## config.mk

```make
export PLATFORM = sky130hd
export DESIGN_NAME = regfile_wb_arbiter
export DESIGN_NICKNAME = d
export VERILOG_FILES = /design/src/rtl/regfile_wb_arbiter.sv
export SDC_FILE = /design/constraint.sdc
export NUM_CORES = 1
export LEC_CHECK = 0
export ABC_AREA = 1
export CAP_MARGIN = 20
export CORE_UTILIZATION = 25
export DETAILED_ROUTE_END_ITERATION = 6
export SLEW_MARGIN = 20
export SYNTH_ARGS = -nofsm -noshare
export SYNTH_HDL_FRONTEND = slang
export SYNTH_SLANG_ARGS = --single-unit
```

## constraint.sdc

```tcl
create_clock -name clk -period 3 [get_ports clk]
set_input_delay 0.6 -clock clk [delete_from_list [all_inputs] [get_ports clk]]
set_output_delay 0.6 -clock clk [all_outputs]
set_load 0.01 [all_outputs]
```

## src/rtl/regfile_wb_arbiter.sv

```systemverilog
// regfile_wb_arbiter: round-robin arbiter for the register-file write port (ALU vs load).
// The granted destination is decoded into a registered one-hot write enable. Revision 1.0.
`default_nettype none

module regfile_wb_arbiter #(
  parameter int DATA_W = 32,
  parameter int ADDR_W = 4,
  localparam int NREG  = 2 ** ADDR_W
) (
  input  logic              clk,
  input  logic              rst_n,
  input  logic              a_valid,
  input  logic [ADDR_W-1:0] a_addr,
  input  logic [DATA_W-1:0] a_data,
  output logic              a_ready,
  input  logic              m_valid,
  input  logic [ADDR_W-1:0] m_addr,
  input  logic [DATA_W-1:0] m_data,
  output logic              m_ready,
  input  logic              hold,
  output logic [NREG-1:0]   we,
  output logic [DATA_W-1:0] wdata,
  output logic              pc_wr,
  output logic              last_m
);

  localparam logic [ADDR_W-1:0] C_PC_ADDR = ADDR_W'(NREG - 1);

  logic [NREG-1:0]   we_q,    we_d;
  logic [DATA_W-1:0] wdata_q, wdata_d;
  logic              pc_wr_q, pc_wr_d;
  logic              last_m_q, last_m_d;

  logic              w_a_ready;
  logic              w_m_ready;
  logic              w_xfer;
  logic [ADDR_W-1:0] w_sel_addr;
  logic [DATA_W-1:0] w_sel_data;

  // M wins a tie when A was served last (last_m=0), so the sources alternate.
  assign w_a_ready = rst_n && !hold && a_valid && (!m_valid || last_m_q);
  assign w_m_ready = rst_n && !hold && m_valid && (!a_valid || !last_m_q);
  assign w_xfer    = w_a_ready || w_m_ready;

  assign w_sel_addr = w_m_ready ? m_addr : a_addr;
  assign w_sel_data = w_m_ready ? m_data : a_data;

  always_comb begin
    we_d     = '0;
    pc_wr_d  = 1'b0;
    wdata_d  = wdata_q;
    last_m_d = last_m_q;
    if (w_xfer) begin
      we_d     = NREG'(1) << w_sel_addr;
      pc_wr_d  = (w_sel_addr == C_PC_ADDR);
      wdata_d  = w_sel_data;
      last_m_d = w_m_ready;
    end
  end

  always_ff @(posedge clk or negedge rst_n) begin
    if (!rst_n) begin
      we_q     <= '0;
      wdata_q  <= '0;
      pc_wr_q  <= 1'b0;
      last_m_q <= 1'b0;
    end else begin
      we_q     <= we_d;
      wdata_q  <= wdata_d;
      pc_wr_q  <= pc_wr_d;
      last_m_q <= last_m_d;
    end
  end

  assign a_ready = w_a_ready;
  assign m_ready = w_m_ready;
  assign we      = we_q;
  assign wdata   = wdata_q;
  assign pc_wr   = pc_wr_q;
  assign last_m  = last_m_q;

endmodule

`default_nettype wire
```

### Word level (Yosys, flattened, before mapping)

Index checks and enable logic that the tools add are counted.

* ROM bits: 0
* input port bits: 77
* memories: 0
* bits in writable memories: 0
* word-level logic and storage cells: 22
* latch bits: 0
* flip-flop bits (word level): 50

* eq/ne operators: 1
* reductions and logical operators: 12
* $lt $le $gt $ge: 0
* bitwise gates (word level): 0
* shifts and indexed selects: 1
* divide/modulo/power cells: 0
* multipliers: 0
* $add $sub $neg: 0
* mux-type cells: 4

Operators by type and width (count)
* 2-to-1 mux 32 bit: 1
* 2-to-1 mux 16 bit: 1
* left shift 1 x 4 -> 16 bit, first input constant: 1
* logical AND 1 bit: 5
* == test 4 bit, second input constant: 1
* zero test 1 bit: 4
* 2-to-1 mux 4 bit: 1
* logical OR 1 bit: 3
* 2-to-1 mux 1 bit: 1

### Depth between registers and ports, before layout

Gate-level depths: netlist (run 1).

* word-level depth: 7
* depth in mapped cells: 8
* mapped depth without buffers: 7

### Worst setup path before layout (run 1)

No wires, ideal clock.

* path kind: input port to output port
* from: in a_valid
* to: out m_ready
* required time: 2.400 ns
* path slack: 1.247 ns
* stages: 5
* arrival: 1.153 ns
* path buffers: 2
* cells stage by stage: nand2_2 nand2_2 nor2_2 buf_6 buf_4

* longest elaborated chain between the ends: 3

RTL lines
* from (decl): RTL line 12 `input logic a_valid,`
* zero test 1 bit: RTL line 42 `assign w_m_ready = rst_n && !hold && m_valid && (!a_valid || !last_m_q);`
* logical OR 1 bit: RTL line 42
* logical AND 1 bit: RTL line 42
* to (decl): RTL line 19 `output logic m_ready,`

Every way passes these cells.

### Final worst setup path (run 1)

* from: in m_valid
* to: out m_ready

* longest elaborated chain between the ends: 2

RTL lines
* from (decl): RTL line 16 `input logic m_valid,`
* logical AND 1 bit (2 in a row): RTL line 42

Every way passes these cells.

==> summary.md, run 1 <==
| Metric | Value |
|---|---|
| Count leader, synth | `dfrtp_1` |
| Distinct cells, synth | `19` |
| GRT Total Usage | `15.2%` |
| Post-Syn Instances | `264` |
| Dpl cells | `490` |
| Drt drc | `22` |
| Post-Layout Cell Count | `497` |
| Initial Utilization | `26.0%` |
| Num CTS Buffers | `5` |
| Mapped Area | `2290 sq um` |
| Relative slew slack | `71.6%` |
| DIE AREA | `9540 sq um` |
| Number of diodes | `0` |
| Number of synthesized register bits | `50` |
| Slowest stage cell, crit path | `clkdlybuf4s50_1` |
| Synth warn | `0` |
| Pins Over Slew Limit | `0` |
| Root buffer cell | `clkbuf_8` |
| Setup WS pre-CTS | `0.354 ns` |
| RR Startpoint | `last_m$_DFFE_PN0P_` |
| Vias per cell | `4.63` |
| Largest cells by area after synthesis | `dfrtp_1 (55%), nand3_1 (8.5%), nor2_1 (8.0%)` |
| Max-Cap Viols | `0` |
| Outcome | `complete, but fails checks` |
| Final GP Congestion | `0.746` |
| Total detailed-routing wirelength | `7.21 mm` |
| Asr flop ratio synth | `100%` |
| DIE WIDTH | `97.7 microns` |
| Pleak | `1.61 nW` |
| CTS tree | `done` |
| RSZ-0062 raised after global routing | `false` |
| CP endpoint kind | `output pin` |
| Overall power | `0.00196 W` |
| Final period util | `87.4%` |
| Clock Latency Late Sink | `0.30 ns` |
| Syn_nets | `341` |
| Ys flop type | `dfrtp_1` |
| Number of global-route vias before repair | `2,254` |
| Final hold vios | `0` |
| RR Endpoint | `we[5]$_DFF_PN0_` |
| Fill cell count | `892` |
| Row cnt | `34` |
| First-pass GRT wire length | `11.4 mm` |
| Core Box Area | `8810 sq um` |
| Nets | `466` |
| Post-synth top cells | `dfrtp_1 (50), nor2_1 (49), nand3_1 (39)` |
| Largest net degree at the start of global routing | `44` |
| HPWL Detailed | `5.13 mm` |
| Area growth syn-to-layout | `64.7%` |
| Worst Skew | `0.00477 ns` |
| Max rail drop VDD | `0.222 mV` |
| Mapped Avg Cell Area | `8.67 sq um` |
| Number of synthesized flops with an enable pin | `0` |
| WP data required | `2.40 ns` |
| DR WL/cell | `14.5 microns` |
| Least-Margin Pin Slew | `0.427 ns` |
| CP dominant cell by count | `clkdlybuf4s50_1` |
| Antenna violations before repair | `0` |
| Sequential cell area | `1250 sq um` |
| Sink Count | `50` |
| R2r worst-path depth | `8` |
| Multi-input gate area | `901 sq um` |
| Vias | `2,301` |
| Failing checks | `design-rule violations` |
| Setup TNS | `0 ns` |
| Finish-stage setup viols | `0` |
| Worst Setup Slack, final | `0.379 ns` |
| I/O pin cnt | `129` |
| 1st-iter DRT viols | `86` |
| CTS Hold Bufs | `0` |
| CP Launch Type | `primary input` |
| HP Class | `in2async` |
| Clock-pin slew on the worst setup and hold paths | `0.09 ns` |
| Worst path cell trace | `clkdlybuf4s50_1 -> nand2_2 -> nor2_2 -> clkdlybuf4s50_1` |
| Final ANT Viol Nets | `0` |
| Pre-antenna DRT Iters | `7` |
| Sequential fraction of the synthesis area | `54.7%` |
| PD cells | `519 nW/um^2` |
| CP peak stage delay | `0.57 ns` |
| Share of layout cells above drive strength 1 | `6.94%` |
| PostCTS Resize Cnt | `0` |
| Congestion Overflow GR | `0` |
| Minimum clock period | `2.62 ns` |
| R2r setup slk | `1.22 ns` |
| Yosys top cell area share | `54.7%` |
| Buffers on Ports | `128` |
| H-tree levels | `2` |
| Die span in y | `97.7 microns` |
| Post-CTS Setup Repair Bufs | `0` |
| Crit Path Class | `in2out` |
| Synth area leader | `dfrtp_1` |
| Highest Clock Rate | `0.382 GHz` |
| Worst Path Arrival | `2.02 ns` |
| Clk buf depth | `2` |
| Worst Path Max Fanout | `5` |
-- final cells by class --
| class | count | area share [%] |
|---|---|---|
| repair buffers | 135 | 35.2 |
| well taps | 108 | 3.58 |
| multi-input cells | 186 | 23.9 |
| clock inverters | 1 | 0.797 |
| inverters | 11 | 1.10 |
| flip-flops and latches | 50 | 33.2 |
| clock buffers | 6 | 2.19 |
-- stage by stage --
stage	hold slack [ns]	instance area, sq um	util (%)
after detailed placement	0.507	3660	41.5
after global placement	0.500	3660	41.5
final	0.305	3770	42.8
after CTS	0.306	3770	42.8
after global routing	0.328	3770	42.8
after floorplan	0.304	2290	-
-- worst max path at each step --
stage / from / slack, ns / cells after the start / to
final: m_valid / 0.38 / 4 / m_ready
after global routing: m_valid / 0.31 / 4 / m_ready
after CTS: m_valid / 0.35 / 4 / m_ready
after detailed placement: m_valid / 0.35 / 4 / m_ready
after global placement: hold / 0.37 / 5 / m_ready
after floorplan: a_valid / 1.25 / 5 / m_ready
-- routing by layer --
metal | wire (microns) | part of all wire (%) | global-route usage, %
met1 | 3220 | 45 | 19.8
met2 | 3350 | 46 | 24.8
met3 | 507 | 7.0 | 3.88
met4 | 130 | 1.8 | 4.20
met5 | 0 | 0 | 0
-- report_power, final --
group / switching, W / internal, W / leakage (nW)
Sequential: 0.0000602 / 0.000787 / 0.644
Combinational: 0.000263 / 0.000364 / 0.913
Clock: 0.000216 / 0.000267 / 0.0573
Total: 0.000539 / 0.00142 / 1.61
-- critical path: cells and delay by family --
kind	cells	cell delay (ns)
and+or+nand+nor	2	0.28
buffers and inverters	2	1.13
-- logic make-up (layout without fill, tap and decap cells) --
kind of cell | after synthesis | count (layout) | share of synthesized area [%]
AND/OR/NAND/NOR | 117 | 117 | 23.9
flip-flops | 50 | 50 | 54.7
buffers and inverters | 28 | 153 | 5.96
AO/OA/AOI/OAI | 69 | 69 | 15.4
-- placed cells by master (no fill, tap or decap), drive strengths merged --
master,count
clkdlybuf4s50,127
nand3,43
o21bai,3
nor2,51
o21ai,66
buf,8
nand4,2
bufinv,1
nand2,21
clkbuf,6
dfrtp,50
inv,11
-- registers in the layout, indices dropped and copies added (netlist names) --
register  count
wdata        32
we           16
last_m        1
pc_wr         1
(Power assumes the default switching activity.)
==> run 2: changes to the inputs <==
--- a/config.mk
+++ b/config.mk
@@ -6,7 +6,6 @@
 export NUM_CORES = 1
 export LEC_CHECK = 0
 export ABC_AREA = 1
-export CAP_MARGIN = 20
 export CORE_UTILIZATION = 25
 export DETAILED_ROUTE_END_ITERATION = 6
 export SLEW_MARGIN = 20
==> constraint.sdc (replaced) <==
create_clock -name clk -period 2.7 [get_ports clk]
set_input_delay 0.54 -clock clk [delete_from_list [all_inputs] [get_ports clk]]
set_output_delay 0.54 -clock clk [all_outputs]
set_load 0.01 [all_outputs]
==> summary.md, run 2 (synthesis gave the netlist of run 1 again) <==
| Metric | Value |
|---|---|
| Worst Path Arrival | `1.96 ns (-0.06 ns)` |
| Sink Count | `50 (unchanged)` |
| R2r setup slk | `0.89 ns (-0.33 ns)` |
| First-pass GRT wire length | `11.6 mm (+1.6%)` |
| Crit Path Class | `in2out` |
| Final GP Congestion | `0.736 (-1.4%)` |
| H-tree levels | `2 (unchanged)` |
| Crit path launch | `m_valid` |
| DR WL/cell | `14.8 microns (+2.1%)` |
| CP Launch Type | `primary input` |
| Max-Cap Viols | `0 (unchanged)` |
| Failing checks | `design-rule violations` |
| I/O pin cnt | `129 (unchanged)` |
| DIE AREA | `9540 sq um (unchanged)` |
| Core Box Area | `8810 sq um (unchanged)` |
| Setup TNS | `0 ns (unchanged)` |
| Minimum clock period | `2.50 ns` |
| Final ANT Viol Nets | `0 (unchanged)` |
| HPWL Detailed | `5.17 mm (+0.92%)` |
| Max FFs per register | `32 (unchanged)` |
| Leading cell type in the layout, fill and taps excluded | `clkdlybuf4s50_1` |
| Clock-pin slew on the worst setup and hold paths | `0.10 ns (about the same)` |
| DIE WIDTH | `97.7 microns (unchanged)` |
| Total detailed-routing wirelength | `7.37 mm (+2.3%)` |
| Share of layout cells above drive strength 1 | `6.92% (-0.018 points)` |
| Pins Over Slew Limit | `0 (unchanged)` |
| Worst Path Max Fanout | `5 (unchanged)` |
| Cell Area, Placed | `3660 sq um (unchanged)` |
| Vias | `2,339 (+1.7%)` |
| Highest Clock Rate | `0.400 GHz` |
| Worst Setup Slack, final | `0.202 ns (-0.177 ns)` |
| Clk buf depth | `2 (unchanged)` |
| Most frequent cells in the layout | `clkdlybuf4s50_1 (127), dfrtp_1 (50), nor2_1 (49), nand3_1 (39), o21ai_0 (35)` |
| R2r worst-path depth | `8 (unchanged)` |
| Pleak | `1.60 nW (-0.71%)` |
| Pre-antenna DRT Iters | `6 (-1)` |
| Area growth syn-to-layout | `63.8%` |
| Max rail drop VDD | `0.203 mV (-8.5%)` |
| Setup WS pre-CTS | `0.165 ns (-0.189 ns)` |
| GRT Total Usage | `15.3% (+0.15 points)` |
| Nets | `466 (unchanged)` |
| RR Startpoint | `last_m$_DFFE_PN0P_` |
| CTS Hold Bufs | `0 (unchanged)` |
| Largest net degree at the start of global routing | `48 (+9.1%)` |
| Root buffer cell | `clkbuf_8` |
| Post-CTS Setup Repair Bufs | `0 (unchanged)` |
| Antenna violations before repair | `0 (unchanged)` |
| Buffers on Ports | `128 (unchanged)` |
| Clock Latency Late Sink | `0.30 ns (about the same)` |
| Vias per cell | `4.70 (+1.4%)` |
| CTS tree | `done` |
| Fill cell count | `895 (+0.34%)` |
| HP Class | `in2async` |
| Die span in y | `97.7 microns (unchanged)` |
| Final period util | `92.5%` |
| PD cells | `561 nW/um^2 (+8.0%)` |
| Relative slew slack | `67.8% (-3.8 points)` |
| Worst hold slack | `0.256 ns (-0.0490 ns)` |
| Post-route cell area | `3750 sq um (-0.60%)` |
| Outcome | `complete, but fails checks` |
| Least-Margin Pin Slew | `0.483 ns (+0.0566 ns)` |
| Num CTS Buffers | `5 (unchanged)` |
| Congestion Overflow GR | `0 (unchanged)` |
| RSZ-0062 raised after global routing | `false` |
| PostCTS Resize Cnt | `0 (unchanged)` |
| 1st-iter DRT viols | `119 (+38%)` |
| WP data required | `2.16 ns (-0.24 ns)` |
| Worst Skew | `0.00749 ns (+0.00272 ns)` |
| Row cnt | `34 (unchanged)` |
| Number of global-route vias before repair | `2,278 (+1.1%)` |
| Finish-stage setup viols | `0 (unchanged)` |
| Final hold vios | `0 (unchanged)` |
| Drt drc | `22 (unchanged)` |
| Number of diodes | `0 (unchanged)` |
| CP endpoint kind | `output pin` |
| Initial Utilization | `26.0% (unchanged)` |
run 2: changes by cell type in the layout (fill, tap and decap cells not counted):
cell	change
clkbuf_1	+1
clkbuf_8	-1
inv_6	+1
clkinv_4	+1
bufinv_16	-1
run 2: area by class of cell:
class                      instances  area (sq um)  area share, %
timing repair buffer             135          1330           35.5
sequential                        50          1250           33.4
multi-input combinational        186           901           24.0
tap                              108           135           3.61
clock buffer                       6          72.6           1.94
inverter                          11          41.3           1.10
clock inverter                     2          17.5          0.467
run 2: routing by layer:
metal / part of all wire (%) / up-vias / track usage, %
met5: 0 / - / 0
met1: 48 / 1108 / 21.1
li1: - / 1133 / -
met2: 45 / 89 / 24.4
met4: 0.94 / 0 / 3.73
met3: 6.6 / 9 / 3.31
run 2: path summary, 6_finish.rpt:
check | end
min in group clk | wdata[13]$_DFFE_PN0P_
max in group asynchronous | wdata[23]$_DFFE_PN0P_
worst max-delay path | m_ready
worst max register to register | wdata[22]$_DFFE_PN0P_
worst min-delay path | wdata[30]$_DFFE_PN0P_
worst min register to register | wdata[13]$_DFFE_PN0P_
run 2: worst max-delay path, stage by stage:
cell and delay (ns):
clkdlybuf4s50_1 0.57, nand2_2 0.12, nor2_2 0.15, clkdlybuf4s50_1 0.57
run 2: per-stage QoR:
stage                     cells  utilization [%]  total power, W
after detailed placement    490             41.5         0.00166
after floorplan             264                -         0.00122
after global placement      490             41.5         0.00165
after global routing        498             42.6         0.00223
final                       498             42.6         0.00210
after CTS                   498             42.6         0.00213
run 2: power by group:
group / internal, W / switching (W) / leakage, nW / total (W)
logic: 0.000404 / 0.000296 / 0.913 / 0.000700
registers: 0.000874 / 0.0000690 / 0.644 / 0.000943
clock network: 0.000189 / 0.000269 / 0.0458 / 0.000458
total: 0.00147 / 0.000634 / 1.60 / 0.00210
==> run 3: changes to the inputs <==
--- a/config.mk
+++ b/config.mk
@@ -6,8 +6,10 @@
 export NUM_CORES = 1
 export LEC_CHECK = 0
 export ABC_AREA = 1
+export ABC_CLOCK_PERIOD_IN_PS = 2700
 export CORE_UTILIZATION = 25
 export DETAILED_ROUTE_END_ITERATION = 6
+export SETUP_SLACK_MARGIN = 0.15
 export SLEW_MARGIN = 20
 export SYNTH_ARGS = -nofsm -noshare
 export SYNTH_HDL_FRONTEND = slang
==> summary.md, run 3 (synthesis gave the netlist of run 1 again) <==
| Metric | Value |
|---|---|
| Outcome | `complete, but fails checks` |
| Failing checks | `design-rule violations` |
| Max rail drop VDD | `0.203 mV (about the same)` |
| Pleak | `1.62 nW (+1.1%)` |
| Initial Utilization | `26.0% (unchanged)` |
| Area growth syn-to-layout | `63.9% (about the same)` |
| Buffers on Ports | `128 (unchanged)` |
| RSZ-0062 raised after global routing | `false` |
| Relative slew slack | `68.0% (+0.17 points)` |
| R2r setup slk | `0.89 ns (about the same)` |
| Post-route cell area | `3750 sq um (about the same)` |
| Nets | `466 (unchanged)` |
| DIE AREA | `9540 sq um (unchanged)` |
| DR WL/cell | `14.8 microns (about the same)` |
| Number of diodes | `0 (unchanged)` |
| Final period util | `91.3% (-1.2 points)` |
| Overall power | `0.00210 W (about the same)` |
| Congestion Overflow GR | `0 (unchanged)` |
| Most frequent cells in the layout | `clkdlybuf4s50_1 (126), dfrtp_1 (50), nor2_1 (49), nand3_1 (39), o21ai_0 (35)` |
| Vias | `2,340 (+0.043%)` |
| Number of global-route vias before repair | `2,278 (unchanged)` |
| RR Startpoint | `last_m$_DFFE_PN0P_` |
| Setup TNS | `0 ns (unchanged)` |
| Highest Clock Rate | `0.406 GHz (+1.3%)` |
| Leading cell type in the layout, fill and taps excluded | `clkdlybuf4s50_1` |
| PD cells | `560 nW/um^2 (about the same)` |
| Finish-stage setup viols | `0 (unchanged)` |
| I/O pin cnt | `129 (unchanged)` |
| Clk buf depth | `2 (unchanged)` |
| Total detailed-routing wirelength | `7.37 mm (about the same)` |
| First-pass GRT wire length | `11.6 mm (unchanged)` |
| RR Endpoint | `wdata[22]$_DFFE_PN0P_` |
| Fill cell count | `894 (-0.11%)` |
| CP Launch Type | `primary input` |
| Sink Count | `50 (unchanged)` |
| Largest net degree at the start of global routing | `48 (unchanged)` |
| HP Class | `in2async` |
| Worst Path Max Fanout | `4 (-1)` |
| 1st-iter DRT viols | `117 (-1.7%)` |
| CTS tree | `done` |
| Num CTS Buffers | `5 (unchanged)` |
| Worst hold slack | `0.256 ns (-0.000110 ns)` |
| Antenna violations before repair | `0 (unchanged)` |
| R2r worst-path depth | `8 (unchanged)` |
| Post-Layout Cell Count | `498 (unchanged)` |
| Root buffer cell | `clkbuf_8` |
| Pins Over Slew Limit | `0 (unchanged)` |
| Dpl cells | `490 (unchanged)` |
| Worst Skew | `0.00742 ns (-0.0000686 ns)` |
| Core Box Area | `8810 sq um (unchanged)` |
| Vias per cell | `4.70 (about the same)` |
| Clock Latency Late Sink | `0.30 ns (about the same)` |
| Max FFs per register | `32 (unchanged)` |
| H-tree levels | `2 (unchanged)` |
| Clock-pin slew on the worst setup and hold paths | `0.10 ns (about the same)` |
| Minimum clock period | `2.47 ns (-0.0327 ns)` |
| Row cnt | `34 (unchanged)` |
| Pre-antenna DRT Iters | `6 (unchanged)` |
| Worst Path Arrival | `1.93 ns (-0.03 ns)` |
| Final GP Congestion | `0.736 (unchanged)` |
| CP endpoint kind | `output pin` |
| WP data required | `2.16 ns (about the same)` |
| Final hold vios | `0 (unchanged)` |
| Share of layout cells above drive strength 1 | `6.92% (unchanged)` |
| Crit Path Class | `in2out` |
| GRT Total Usage | `15.3% (unchanged)` |
| Least-Margin Pin Slew | `0.481 ns (-0.00251 ns)` |
| HPWL Detailed | `5.17 mm (unchanged)` |
| Cell Area, Placed | `3660 sq um (unchanged)` |
| DIE WIDTH | `97.7 microns (unchanged)` |
| Die span in y | `97.7 microns (unchanged)` |
| Max-Cap Viols | `0 (unchanged)` |
| Final ANT Viol Nets | `0 (unchanged)` |
| Drt drc | `22 (unchanged)` |
-- run 3: cell count changes in the layout (fill, tap and decap cells not counted) --
cell / delta
clkdlybuf4s50_1: -1
dlymetal6s2s_1: +1
-- run 3: where the power goes --
part	leakage, nW	switching, W	internal [W]
sequential	0.644	0.0000693	0.000874
clock	0.0458	0.000269	0.000189
combinational	0.930	0.000296	0.000404
total	1.62	0.000634	0.00147
-- run 3: final cells by class --
type                    count  area [sq um]  area share, %
multi-input cells         186           901           24.0
inverters                  11          41.3           1.10
flip-flops and latches     50          1250           33.4
well taps                 108           135           3.60
repair buffers            135          1330           35.5
clock buffers               6          72.6           1.94
clock inverters             2          17.5          0.467
-- run 3: how the worst max path moves through the flow --
stage,slack [ns],to,start,depth (start not counted)
after global routing,0.21,a_ready,hold,5
after detailed placement,0.17,m_ready,hold,5
after floorplan,1.07,m_ready,a_valid,5
after CTS,0.16,m_ready,hold,5
final,0.23,a_ready,hold,5
after global placement,0.19,m_ready,hold,5
-- run 3: what timing repair did --
action / in CTS / in global routing
endpoints found under the setup margin: 0 / 1
hold buffers: 0 / 0
gates resized for setup: 0 / 1
setup buffers: 0 / 0
-- run 3: metal layers --
metal / GRT usage [%] / vias up / share of wire (%)
met5: 0 / - / 0
met4: 3.73 / 0 / 0.94
met3: 3.31 / 9 / 6.6
met2: 24.4 / 89 / 45
met1: 21.1 / 1109 / 48
li1: - / 1133 / -
-- run 3: critical path, stage by stage --
cell	delay, ns
clkdlybuf4s50_1	0.46
nor2_4	0.17
nand3_2	0.08
inv_1	0.07
clkdlybuf4s50_1	0.59
-- run 3: metrics by stage --
step,setup WS (ns),utilization (%)
after global routing,0.209,42.6
after global placement,0.189,41.5
final,0.235,42.6
after floorplan,1.07,-
after CTS,0.164,42.6
after detailed placement,0.165,41.5
